[src/rtl/ibex_rvfi_trace_buf_if.sv]
// ibex_rvfi_trace_buf_if: RVFI retirement feed and drain-side valid/ready read port.
interface ibex_rvfi_trace_buf_if;
  logic        rvfi_valid;
  logic [31:0] rvfi_pc;
  logic [31:0] rvfi_insn;
  logic        rvfi_trap;
  logic        rvfi_intr;
  logic        rd_valid;
  logic        rd_ready;
  logic [31:0] rd_pc;
  logic [31:0] rd_insn;
  logic [1:0]  rd_flags;
  modport master (
    output rvfi_valid, rvfi_pc, rvfi_insn, rvfi_trap, rvfi_intr, rd_ready,
    input  rd_valid, rd_pc, rd_insn, rd_flags
  );
  modport slave (
    input  rvfi_valid, rvfi_pc, rvfi_insn, rvfi_trap, rvfi_intr, rd_ready,
    output rd_valid, rd_pc, rd_insn, rd_flags
  );
endinterface

[src/rtl/ibex_rvfi_trace_buf.sv]
// ibex_rvfi_trace_buf: circular capture of retired instructions (wrap / fill / PC-trigger) with frozen drain port.
module ibex_rvfi_trace_buf #(
  parameter  int Depth = 16,
  localparam int CntW  = $clog2(Depth) + 1
) (
  input  logic                   clk,
  input  logic                   rst,
  input  logic [1:0]             cfg_mode,
  input  logic [31:0]            cfg_trig_pc,
  input  logic [CntW-1:0]        cfg_post_cnt,
  input  logic                   arm,
  input  logic                   stop,
  ibex_rvfi_trace_buf_if.slave   bus,
  output logic [CntW-1:0]        count,
  output logic                   overflow,
  output logic                   triggered,
  output logic [1:0]             state
);
  localparam int AW = $clog2(Depth);
  localparam logic [1:0] OFF = 2'd0, FILL = 2'd2, TRIG = 2'd3;
  typedef enum logic [1:0] {IDLE = 2'd0, CAPTURE = 2'd1, POST = 2'd2, DONE = 2'd3} state_t;
  state_t st, st_nx;
  logic [1:0]      mode;
  logic [31:0]     trig_pc;
  logic [CntW-1:0] post_cfg, post_left;
  logic [AW-1:0]   wr_ptr, rd_ptr;
  logic [31:0]     pc_mem [Depth];
  logic [31:0]     insn_mem [Depth];
  logic [1:0]      flag_mem [Depth];
  logic capturing, wr, full, ovw, hit, drop, pop;
  assign capturing = st == CAPTURE || st == POST;
  assign wr        = capturing && bus.rvfi_valid;
  assign full      = count == CntW'(Depth);
  assign ovw       = wr && full;
  assign hit       = wr && st == CAPTURE && mode == TRIG && bus.rvfi_pc == trig_pc;
  assign drop      = st == DONE && mode == FILL && bus.rvfi_valid;
  assign pop       = bus.rd_valid && bus.rd_ready;
  assign bus.rd_valid = st == DONE && count != '0;
  assign bus.rd_pc    = pc_mem[rd_ptr];
  assign bus.rd_insn  = insn_mem[rd_ptr];
  assign bus.rd_flags = flag_mem[rd_ptr];
  assign state        = st;
  always_comb begin
    st_nx = st;
    if (arm)
      st_nx = cfg_mode == OFF ? IDLE : CAPTURE;
    else if (capturing && stop)
      st_nx = DONE;
    else if (st == CAPTURE && mode == FILL && wr && count == CntW'(Depth - 1))
      st_nx = DONE;
    else if (hit)
      st_nx = post_cfg == '0 ? DONE : POST;
    else if (st == POST && wr && post_left == CntW'(1))
      st_nx = DONE;
  end
  always_ff @(posedge clk) begin
    if (rst) begin
      st        <= IDLE;
      wr_ptr    <= '0;
      rd_ptr    <= '0;
      count     <= '0;
      overflow  <= 1'b0;
      triggered <= 1'b0;
      mode      <= OFF;
      trig_pc   <= '0;
      post_cfg  <= '0;
      post_left <= '0;
    end else begin
      st <= st_nx;
      if (arm) begin
        wr_ptr    <= '0;
        rd_ptr    <= '0;
        count     <= '0;
        overflow  <= 1'b0;
        triggered <= 1'b0;
        mode      <= cfg_mode;
        trig_pc   <= cfg_trig_pc;
        // Clamp so the trigger entry can never be overwritten by its own post-capture
        post_cfg  <= cfg_post_cnt > CntW'(Depth - 1) ? CntW'(Depth - 1) : cfg_post_cnt;
        post_left <= '0;
      end else begin
        if (wr) wr_ptr <= wr_ptr + 1'b1;
        if (ovw || pop) rd_ptr <= rd_ptr + 1'b1;
        if (wr && !full) count <= count + 1'b1;
        else if (pop) count <= count - 1'b1;
        if (ovw || drop) overflow <= 1'b1;
        if (hit) begin
          triggered <= 1'b1;
          post_left <= post_cfg;
        end else if (st == POST && wr) begin
          post_left <= post_left - 1'b1;
        end
      end
    end
  end
  always_ff @(posedge clk) begin
    if (wr && !arm) begin
      pc_mem[wr_ptr]   <= bus.rvfi_pc;
      insn_mem[wr_ptr] <= bus.rvfi_insn;
      flag_mem[wr_ptr] <= {bus.rvfi_trap, bus.rvfi_intr};
    end
  end
endmodule

[src/flat_wrapper.sv]
// flat-port wrapper written by rule: the top's interface ports become plain ports
module ibex_rvfi_trace_buf_flat 
#(
  parameter  int Depth = 16,
  localparam int CntW  = $clog2(Depth) + 1
)
  (clk, rst, cfg_mode, cfg_trig_pc, cfg_post_cnt, arm, stop, count, overflow, triggered, state, bus_rvfi_valid, bus_rvfi_pc, bus_rvfi_insn, bus_rvfi_trap, bus_rvfi_intr, bus_rd_ready, bus_rd_valid, bus_rd_pc, bus_rd_insn, bus_rd_flags);
  ibex_rvfi_trace_buf_if bus_i ();
  input  logic clk;
  input  logic rst;
  input  logic [1:0] cfg_mode;
  input  logic [31:0] cfg_trig_pc;
  input  logic [CntW-1:0] cfg_post_cnt;
  input  logic arm;
  input  logic stop;
  output logic [CntW-1:0] count;
  output logic overflow;
  output logic triggered;
  output logic [1:0] state;
  input wire logic [$bits(bus_i.rvfi_valid)-1:0] bus_rvfi_valid;
  input wire logic [$bits(bus_i.rvfi_pc)-1:0] bus_rvfi_pc;
  input wire logic [$bits(bus_i.rvfi_insn)-1:0] bus_rvfi_insn;
  input wire logic [$bits(bus_i.rvfi_trap)-1:0] bus_rvfi_trap;
  input wire logic [$bits(bus_i.rvfi_intr)-1:0] bus_rvfi_intr;
  input wire logic [$bits(bus_i.rd_ready)-1:0] bus_rd_ready;
  output wire logic [$bits(bus_i.rd_valid)-1:0] bus_rd_valid;
  output wire logic [$bits(bus_i.rd_pc)-1:0] bus_rd_pc;
  output wire logic [$bits(bus_i.rd_insn)-1:0] bus_rd_insn;
  output wire logic [$bits(bus_i.rd_flags)-1:0] bus_rd_flags;
  assign bus_i.rvfi_valid = bus_rvfi_valid;
  assign bus_i.rvfi_pc = bus_rvfi_pc;
  assign bus_i.rvfi_insn = bus_rvfi_insn;
  assign bus_i.rvfi_trap = bus_rvfi_trap;
  assign bus_i.rvfi_intr = bus_rvfi_intr;
  assign bus_i.rd_ready = bus_rd_ready;
  assign bus_rd_valid = bus_i.rd_valid;
  assign bus_rd_pc = bus_i.rd_pc;
  assign bus_rd_insn = bus_i.rd_insn;
  assign bus_rd_flags = bus_i.rd_flags;
  ibex_rvfi_trace_buf #(.Depth(Depth)) u_core (.clk(clk), .rst(rst), .cfg_mode(cfg_mode), .cfg_trig_pc(cfg_trig_pc), .cfg_post_cnt(cfg_post_cnt), .arm(arm), .stop(stop), .bus(bus_i), .count(count), .overflow(overflow), .triggered(triggered), .state(state));
endmodule
[config.mk]
export PLATFORM = sky130hd
export DESIGN_NAME = ibex_rvfi_trace_buf_flat
export DESIGN_NICKNAME = d
export VERILOG_FILES = /design/src/rtl/ibex_rvfi_trace_buf_if.sv /design/src/rtl/ibex_rvfi_trace_buf.sv /design/src/flat_wrapper.sv
export SDC_FILE = /design/constraint.sdc
export NUM_CORES = 1
export LEC_CHECK = 0
export ABC_AREA = 1
export BUFFER_PORTS_ARGS = -buffer_cell sky130_fd_sc_hd__buf_2
export CAP_MARGIN = 10
export CORE_AREA = 5 5 283 285
export DETAILED_ROUTE_END_ITERATION = 8
export DIE_AREA = 0 0 288 290
export PLACE_DENSITY_LB_ADDON = 0.15
export REMOVE_ABC_BUFFERS = 1
export SLEW_MARGIN = 20
export SYNTH_ARGS = -nofsm -noshare
export SYNTH_HDL_FRONTEND = slang
export SYNTH_SLANG_ARGS = --single-unit
[constraint.sdc]
create_clock -name clk -period 7.67 [get_ports clk]
set_input_delay 2.301 -clock clk [delete_from_list [all_inputs] [get_ports clk]]
set_output_delay 2.301 -clock clk [all_outputs]
set_load 0.03 [all_outputs]
# Yosys cells after proc, flatten, opt, wreduce, memory -nomap -nowiden
# Memory sizes are Yosys's and may differ from the RTL's. A register that Yosys moved wholly into a read port is not among the register bits.
# Index checks and enable logic that the tools add are counted.
# Widths: inputs -> output; s select.
[totals] input_bits=111 ram_bits=1056 n_memories=3 reg_bits=61
[mem_list] name="u_core.insn_mem" depth=16 width=32 read_ports=1 rd_clocked_by_memory_dff=1 write_ports=1 line_no="ibex_rvfi_trace_buf.sv:28" source="logic [31:0] insn_mem [Depth];"
[mem_list] name="u_core.pc_mem" depth=16 width=32 read_ports=1 rd_clocked_by_memory_dff=1 write_ports=1 line_no="ibex_rvfi_trace_buf.sv:27" source="logic [31:0] pc_mem [Depth];"
[mem_list] name="u_core.flag_mem" depth=16 width=2 read_ports=1 rd_clocked_by_memory_dff=1 write_ports=1 line_no="ibex_rvfi_trace_buf.sv:29" source="logic [1:0] flag_mem [Depth];"
[classes] n_mux=20 n_eq_ne=9 magnitude_cmp=1 add_sub_neg=5 n_reduce_logical=29
[ops] cell="$eq 32x32->1" count=1
[ops] cell="$mux 5" count=5
[ops] cell="$mux 4" count=6
[ops] cell="$logic_and 1x1->1" count=17
[ops] cell="$mux 2" count=5
[ops] cell="$reduce_bool 5->1" count=2
[ops] cell="$sub 5x1->5 const B" count=2
[ops] cell="$add 4x1->4 const B" count=2
[ops] cell="$eq 2x2->1 const B" count=4
[ops] cell="$add 5x1->5 const B" count=1
[ops] cell="$eq 5x1->1 const B" count=1
[ops] cell="$eq 5x4->1 const B" count=1
[ops] cell="$eq 5x5->1 const B" count=1
[ops] cell="$gt 5x4->1 const B" count=1
[ops] cell="$logic_not 5->1" count=1
[ops] cell="$mux 1" count=4
[ops] cell="$reduce_bool 2->1" count=2
[ops] cell="$logic_or 1x1->1" count=3
[ops] cell="$eq 2x1->1 const B" count=1
[ops] cell="$logic_not 1->1" count=2
[ops] cell="$logic_not 2->1" count=1
[ops] cell="$reduce_or 2->1" count=1

# Longest topological paths before layout
# Gate-level depths: netlist (run 1).
[logic_depth] depth_word=10 ltp_mapped=13 depth_no_buf=13

# Least setup slack after synthesis (run 1)
# Ideal clock, no wire load.
[synth_path] path_kind="input port to flip-flop" start="in arm" end="mem u_core.flag_mem[11][0], enable pin" stages=5 required_ns=7.179 path_slack_ns=1.415 t_arrival_ns=5.764 path_buffers=2 setup_ns=0.491 path_cell_list="clkbuf_1 -> inv_1 -> clkbuf_1 -> nand3_1 -> nor2_1"
[synth_via] elab_chain_len=4
[synth_rtl] element="from (decl)" line_no="flat_wrapper.sv:14" source="input logic arm;"
[synth_rtl] element="$logic_not 1->1" line_no="ibex_rvfi_trace_buf.sv:97" source="if (wr && !arm) begin"
[synth_rtl] element="$logic_and 1x1->1" line_no="ibex_rvfi_trace_buf.sv:97"
[synth_rtl] element="$mux 1" line_no="ibex_rvfi_trace_buf.sv:97"
[synth_rtl] element="$mux 1 (not written as such)" line_no="ibex_rvfi_trace_buf.sv:100" source="flag_mem[wr_ptr] <= {bus.rvfi_trap, bus.rvfi_intr};"
[synth_rtl] element="to (decl)" line_no="ibex_rvfi_trace_buf.sv:29"
# No other way between the ends.

==> results of run 1 <==
==> stage by stage <==
stage          setup TNS, ns  util, %
2_1_floorplan        -848.50        -
3_3_place_gp               0     61.6
3_5_place_dp               0     61.6
4_1_cts                    0     66.2
5_1_grt                    0     66.2
6_report                   0     66.2
==> layer usage <==
metal	routed length, um	GRT usage, %	vias up
li1	-	-	12600
met1	45300	36.9	13600
met2	54400	42.9	1206
met3	8700	3.99	174
met4	2810	7.74	0
met5	0	0	-
==> power by group through the flow <==
stage          clock (uW)  sequential, uW  combinational (uW)
6_report             5300            6730                 367
5_1_grt              5630            6730                 397
4_1_cts              5360            6730                 367
3_5_place_dp            0            6860                 365
3_3_place_gp            0            6860                 354
2_1_floorplan           0            6870                 168
==> synthesized netlist by cell type, types with 10 or more instances <==
cell | number | area share (%)
sky130_fd_sc_hd__o21ai_0 | 282 | 3.1
sky130_fd_sc_hd__o21ai_1 | 69 | 0.76
sky130_fd_sc_hd__o211ai_1 | 264 | 4.3
sky130_fd_sc_hd__dfxtp_1 | 65 | 2.8
sky130_fd_sc_hd__ha_1 | 13 | 0.36
sky130_fd_sc_hd__nand3_1 | 121 | 1.3
sky130_fd_sc_hd__a21oi_1 | 305 | 3.3
sky130_fd_sc_hd__buf_6 | 37 | 0.91
sky130_fd_sc_hd__nand2_1 | 198 | 1.6
sky130_fd_sc_hd__buf_4 | 10 | 0.16
sky130_fd_sc_hd__buf_1 | 15 | 0.12
sky130_fd_sc_hd__xnor2_1 | 13 | 0.25
sky130_fd_sc_hd__mux2i_1 | 264 | 5.8
sky130_fd_sc_hd__clkbuf_1 | 126 | 1.0
sky130_fd_sc_hd__edfxtp_1 | 1056 | 69
sky130_fd_sc_hd__inv_1 | 339 | 2.8
sky130_fd_sc_hd__nor2_1 | 96 | 0.79
==> registers in the layout, summed over array words and instances (netlist names), named ones only <==
| register | cells |
|---|---|
| u_core.overflow | 1 |
| u_core.post_left | 5 |
| u_core.wr_ptr | 4 |
| u_core.insn_mem | 512 |
| u_core.pc_mem | 512 |
| u_core.count | 5 |
| u_core.trig_pc | 32 |
| u_core.state | 2 |
| u_core.flag_mem | 32 |
| u_core.mode | 2 |
| u_core.rd_ptr | 4 |
| u_core.triggered | 1 |
| u_core.post_cfg | 5 |
==> path summary, 6_finish.rpt <==
path                                       start  depth (start not counted)                     to  slack (ns)
worst max-delay path                        flop                          7          bus_rd_pc[15]        1.80
worst min register to register  u_core.triggered                          2       u_core.triggered        0.46
worst min-delay path            u_core.triggered                          2       u_core.triggered        0.46
worst max register to register   u_core.state[0]                          6  u_core.insn_mem[1][1]        4.34
==> layout make-up <==
| cell class | count | area [um2] | area share (%) |
|---|---|---|---|
| diodes | 1 | 2.50 | 0.00490 |
| multi-input cells | 1668 | 10300 | 20.2 |
| inverters | 345 | 1310 | 2.56 |
| well taps | 1040 | 1300 | 2.55 |
| flip-flops and latches | 1121 | 33000 | 64.7 |
| clock inverters | 61 | 608 | 1.19 |
| repair buffers | 246 | 1550 | 3.04 |
| clock buffers | 135 | 2920 | 5.72 |
==> logic make-up after synthesis <==
kind of cell	Yosys count	share of synthesized area [%]
XOR/XNOR	20	0.383
AO/OA/AOI/OAI	930	11.7
AND/OR/NAND/NOR	440	4.08
adder cells (fa/ha/maj)	14	0.400
flip-flops	1121	72.2
buffers and inverters	548	5.48
multiplexers	264	5.78
==> critical path: cells and delay by family, from the launching register on <==
family | cells | cell delay [ns]
AOI/OAI and AO/OA | 4 | 0.83
buffers and inverters | 2 | 0.98
DFF | 1 | 0.85
and+or+nand+nor | 1 | 0.20
==> cells in the final DEF (no fill, tap or decap), types with 7 or more instances in the layout <==
master,instances
sky130_fd_sc_hd__buf_4,47
sky130_fd_sc_hd__xnor2_1,13
sky130_fd_sc_hd__nand2_1,198
sky130_fd_sc_hd__clkinv_1,25
sky130_fd_sc_hd__bufinv_16,12
sky130_fd_sc_hd__edfxtp_1,1056
sky130_fd_sc_hd__xor2_1,7
sky130_fd_sc_hd__buf_12,10
sky130_fd_sc_hd__inv_1,337
sky130_fd_sc_hd__ha_1,13
sky130_fd_sc_hd__nand3_1,121
sky130_fd_sc_hd__clkinv_2,17
sky130_fd_sc_hd__dfxtp_1,61
sky130_fd_sc_hd__o211ai_1,264
sky130_fd_sc_hd__mux2i_1,264
sky130_fd_sc_hd__clkbuf_1,20
sky130_fd_sc_hd__nor2_4,17
sky130_fd_sc_hd__buf_2,186
sky130_fd_sc_hd__o21ai_1,69
sky130_fd_sc_hd__a21oi_1,305
sky130_fd_sc_hd__nor2_1,80
sky130_fd_sc_hd__nand4_1,7
sky130_fd_sc_hd__o21ai_0,282
sky130_fd_sc_hd__clkbuf_16,112
==> results.cfg, run 1 <==
[run_status]
run_status = finished, final reports clean

[synthesis]
syn-cell-area_um2 = 45700
number_of_cells_produced_by_synthesis = 3337
yosys_warnings = 0
synthArstFlopShare_pct = 0
synth_sequential_area_ratio_pct = 72.2
synth_cell_type_count = 36
synth_seq_cells = 1121
synth_ff_type = sky130_fd_sc_hd__edfxtp_1
synthesis.area_per_instance_um2 = 13.7
synth_enable_flop_cells = 1056

[worst_hold_path]
timing.hold.worst.class = reg2reg

[global_routing]
global_route.usage.total_pct = 26.2
grt_first_pass_wirelength_um = 168000
grt_pass1_vias = 27500
overflow = 0
grt_antenna_before_repair = 3
largest_net_degree_at_the_start_of_global_routing = 115

[setup_path]
critical_path.cell_chain = buf_4 -> a21oi_1 -> o21ai_0 -> o21ai_0 -> o211ai_1 -> nand2_1 -> buf_2
critical_path.max_stage_delay_ns = 0.85
required_ns = 5.37
maximum_net_fanout_on_the_critical_path = 60
critPathSlowestCell = sky130_fd_sc_hd__dfxtp_4
timing.setup.critical_path_class = reg2out
endpoint_kind = primary output
critical_path.most_common_cell = sky130_fd_sc_hd__o21ai_0
crit_path_dat_ns = 3.56
cp-start-kind = flop

[power_and_ir_drop]
p_sw_share_pct = 20.2
share_comb_of_total_power_pct = 3.0
leak_pwr_uw = 0.0171
internal_power_uw = 9890
switchingPower_uw = 2510
clkPwrFrac_pct = 42.8
total_power_uw = 12400
seq_power_share_pct = 54.3
cellPowerDensity_nw_per_um2 = 243
irDropWorstVdd_mv = 0.194

[timing]
final.min_clock_period_ns = 5.87
finalWorstSetupSlack_ns = 1.80
final.period_utilization_pct = 76.5
rsz0062_at_grt = no
maxClockFrequency_ghz = 0.170
timing.clock.skew_ns = 0.0276
timing.final.hold_violations = 0
pins_over_their_slew_limit = 0
worst-slew-pin-transition_ns = 1.15
final-setup-viol-count = 0
relSlewSlack_pct = 23.6
hold_slack_ns = 0.457

[clock_tree]
clkLatencyLatePin_ns = 0.67
clk_path_buf_depth = 3
worst_setup_hold_path_clk_slew_ns = 0.06
cts-buffers-inserted = 110
tritoncts = built
post-cts-setup-buffers = 0
clock_sink_count = 1121
cts-htree-levels = 3
clock-root-buffer = sky130_fd_sc_hd__clkbuf_16
post_cts_hold_buffer_count = 0
ctsResizeCount = 0

[place]
dpl.hpwl_um = 65200
port_buffers = 186
place.gp.congestion = 0.897
preCtsSetupSlack_ns = 2.22
postPlaceCellArea_um2 = 47500
place_inst = 4420

[floorplanning]
number_of_top_level_design_ports = 187
floorplan.core_area_um2 = 77100
dieArea_um2 = 83500
die_extent_in_y_um = 290
chipWidth_um = 288
initial_core_util_pct = 59.3
rows = 102

[detailed_routing]
postRouteWirelength_um = 111000
avg_wl_per_cell_um = 24.1
vias = 27600
post_drt_via_cell_ratio = 5.99
ant_nets = 0
drc_errors = 0
drt_initial_violations = 2753
first_pass_iters = 7

[finish]
drive_above_1_share_pct = 11.9
nNetsFinal = 3617
areaGrowthSynthToFinish_pct = 11.6
post-route-cell-area_um2 = 51000
fill_cells = 5441
fin_cells = 4617

[run]
cap_violations = 0
Power figures use the tool's default switching activity.
==> inputs of run 2 (changes only) <==
--- a/config.mk
+++ b/config.mk
@@ -8,9 +8,9 @@
 export ABC_AREA = 1
 export BUFFER_PORTS_ARGS = -buffer_cell sky130_fd_sc_hd__buf_2
 export CAP_MARGIN = 10
-export CORE_AREA = 5 5 283 285
+export CORE_AREA = 5 5 292 294
 export DETAILED_ROUTE_END_ITERATION = 8
-export DIE_AREA = 0 0 288 290
+export DIE_AREA = 0 0 297 299
 export PLACE_DENSITY_LB_ADDON = 0.15
 export REMOVE_ABC_BUFFERS = 1
 export SLEW_MARGIN = 20
==> constraint.sdc (replaced) <==
create_clock -name clk -period 5.1 [get_ports clk]
set_input_delay 1.53 -clock clk [delete_from_list [all_inputs] [get_ports clk]]
set_output_delay 1.53 -clock clk [all_outputs]
set_load 0.03 [all_outputs]
==> run 2 against run 1 <==
  * Non-clock buffer count rose by 2
  * Combinational power rose by 41%
  * Global-route usage fell by 2.1 points
==> results.cfg, run 2 (synthesized netlist as in run 1, its figures left out) <==
[finish]
top_regs = u_core.insn_mem: 512 flops, u_core.pc_mem: 512 flops
drive_above_1_share_pct = 11.9
areaGrowthSynthToFinish_pct = 12.3
seqCellArea_um2 = 33000
fill_cells = 6132
nNetsFinal = 3620
layout_common_cells = sky130_fd_sc_hd__edfxtp_1 (1056), sky130_fd_sc_hd__inv_1 (337), sky130_fd_sc_hd__a21oi_1 (305)
layout_commonest_cell = sky130_fd_sc_hd__edfxtp_1
utilization_pct = 62.1
multi_input_area_um2 = 10300

[clock_tree]
post_cts_hold_buffer_count = 0
clock_sink_count = 1121
clkLatencyLatePin_ns = 0.65
tritoncts = built
clk_path_buf_depth = 3
clock-root-buffer = sky130_fd_sc_hd__clkbuf_16
worst_setup_hold_path_clk_slew_ns = 0.06
cts-buffers-inserted = 111
ctsResizeCount = 0
post-cts-setup-buffers = 0
cts-htree-levels = 3

[power_and_ir_drop]
leak_pwr_uw = 0.0171
internal_power_uw = 14700
clkPwrFrac_pct = 42.1
irDropWorstVdd_mv = 0.283
seq_power_share_pct = 55.1
switchingPower_uw = 3700
p_sw_share_pct = 20.1
share_comb_of_total_power_pct = 2.8
cellPowerDensity_nw_per_um2 = 358

[detailed_routing]
avg_wl_per_cell_um = 23.5
drt_initial_violations = 2488
met2_length_um = 52500
drc_errors = 0
routed-wl-met3_um = 7300
vias = 27500
first_pass_iters = 6
top_layer = met4
post_route_m1_wl_um = 47100
postRouteWirelength_um = 110000
post_drt_via_cell_ratio = 5.89
ant_nets = 0

[timing]
final-setup-viol-count = 0
final.period_utilization_pct = 90.3
rsz0062_at_grt = no
relSlewSlack_pct = 35.5
final.min_clock_period_ns = 4.60
timing.clock.skew_ns = 0.0166
pins_over_their_slew_limit = 0
worst-slew-pin-transition_ns = 0.967
timing.final.hold_violations = 0
maxClockFrequency_ghz = 0.217
fin_tns_setup_ns = 0
hold_slack_ns = 0.468

[floorplanning]
rows = 106
chipWidth_um = 297
dieArea_um2 = 88800
number_of_top_level_design_ports = 187
floorplan.core_area_um2 = 82600
initial_core_util_pct = 55.3
die_extent_in_y_um = 299

[setup_path]
timing.setup.critical_path_class = reg2out
endpoint_kind = primary output
cp-start-kind = flop
maximum_net_fanout_on_the_critical_path = 124
required_ns = 3.57
crit_path_dat_ns = 3.07

[worst_hold_path]
timing.hold.worst.class = reg2reg

[place]
place.gp.congestion = 0.882
dpl.hpwl_um = 57600
port_buffers = 186

[global_routing]
overflow = 0
largest_net_degree_at_the_start_of_global_routing = 149
grt_antenna_before_repair = 2
grt_first_pass_wirelength_um = 165000
global_route.usage.total_pct = 24.1
grt_pass1_vias = 27400

[run_status]
run_status = finished, final reports clean

[run]
cap_violations = 0
-- run 2: cell types whose count changed in the layout (fill, tap and decap cells not counted), sizes merged --
cell    previous run  this run
clkinv            43        40
bufinv            12         6
clkbuf           135       151
inv              348       346
diode              1         3
buf              246       248
-- run 2: cell type report --
type / count / area share [%]
clock inverters: 50 / 0.787
multi-input cells: 1668 / 20.1
diodes: 3 / 0.0146
clock buffers: 151 / 5.91
inverters: 345 / 2.55
well taps: 1080 / 2.63
repair buffers: 248 / 3.65
flip-flops and latches: 1121 / 64.3
-- run 2: per-stage QoR --
stage	instances	total power, uW	worst slack, ns	instance area, um2
2_1_floorplan	3134	10600	-14.71	44500
3_3_place_gp	4462	10800	1.20	47900
3_5_place_dp	4462	10800	1.14	47900
4_1_cts	4663	18500	0.482	51300
5_1_grt	4664	19000	0.394	51300
6_report	4666	18400	0.496	51300
-- run 2: worst max-delay path: stages (launching register included) --
cell and delay [ns]:
sky130_fd_sc_hd__dfxtp_4 0.69, sky130_fd_sc_hd__inv_8 0.35, sky130_fd_sc_hd__buf_12 0.38, sky130_fd_sc_hd__o211ai_1 0.40, sky130_fd_sc_hd__nand3_1 0.11, sky130_fd_sc_hd__nand2_1 0.10
sky130_fd_sc_hd__buf_2 0.20
-- run 2: worst paths after layout --
check	start	end	slack, ns	cells after the start
setup / recovery	flop	bus_rd_insn[28]	0.50	6
hold reg to reg	u_core.mode[0]	u_core.mode[0]	0.47	2
hold / removal	u_core.mode[0]	u_core.mode[0]	0.47	2
setup reg to reg	u_core.state[0]	u_core.insn_mem[7][0]	2.29	6
-- run 2: layer usage --
| layer | global-route usage, % | up-vias |
|---|---|---|
| met5 | 0 | - |
| met4 | 6.26 | 0 |
| met3 | 3.65 | 187 |
| met2 | 39.7 | 1004 |
| met1 | 34.3 | 13700 |
| li1 | - | 12600 |
-- run 2: power groups by stage --
stage               clock (uW)  sequential (uW)  combinational, uW
floorplan                    0            10300                253
global placement             0            10300                500
detailed placement           0            10300                516
CTS                       7860            10100                519
global route              8290            10100                568
finish                    7740            10100                519
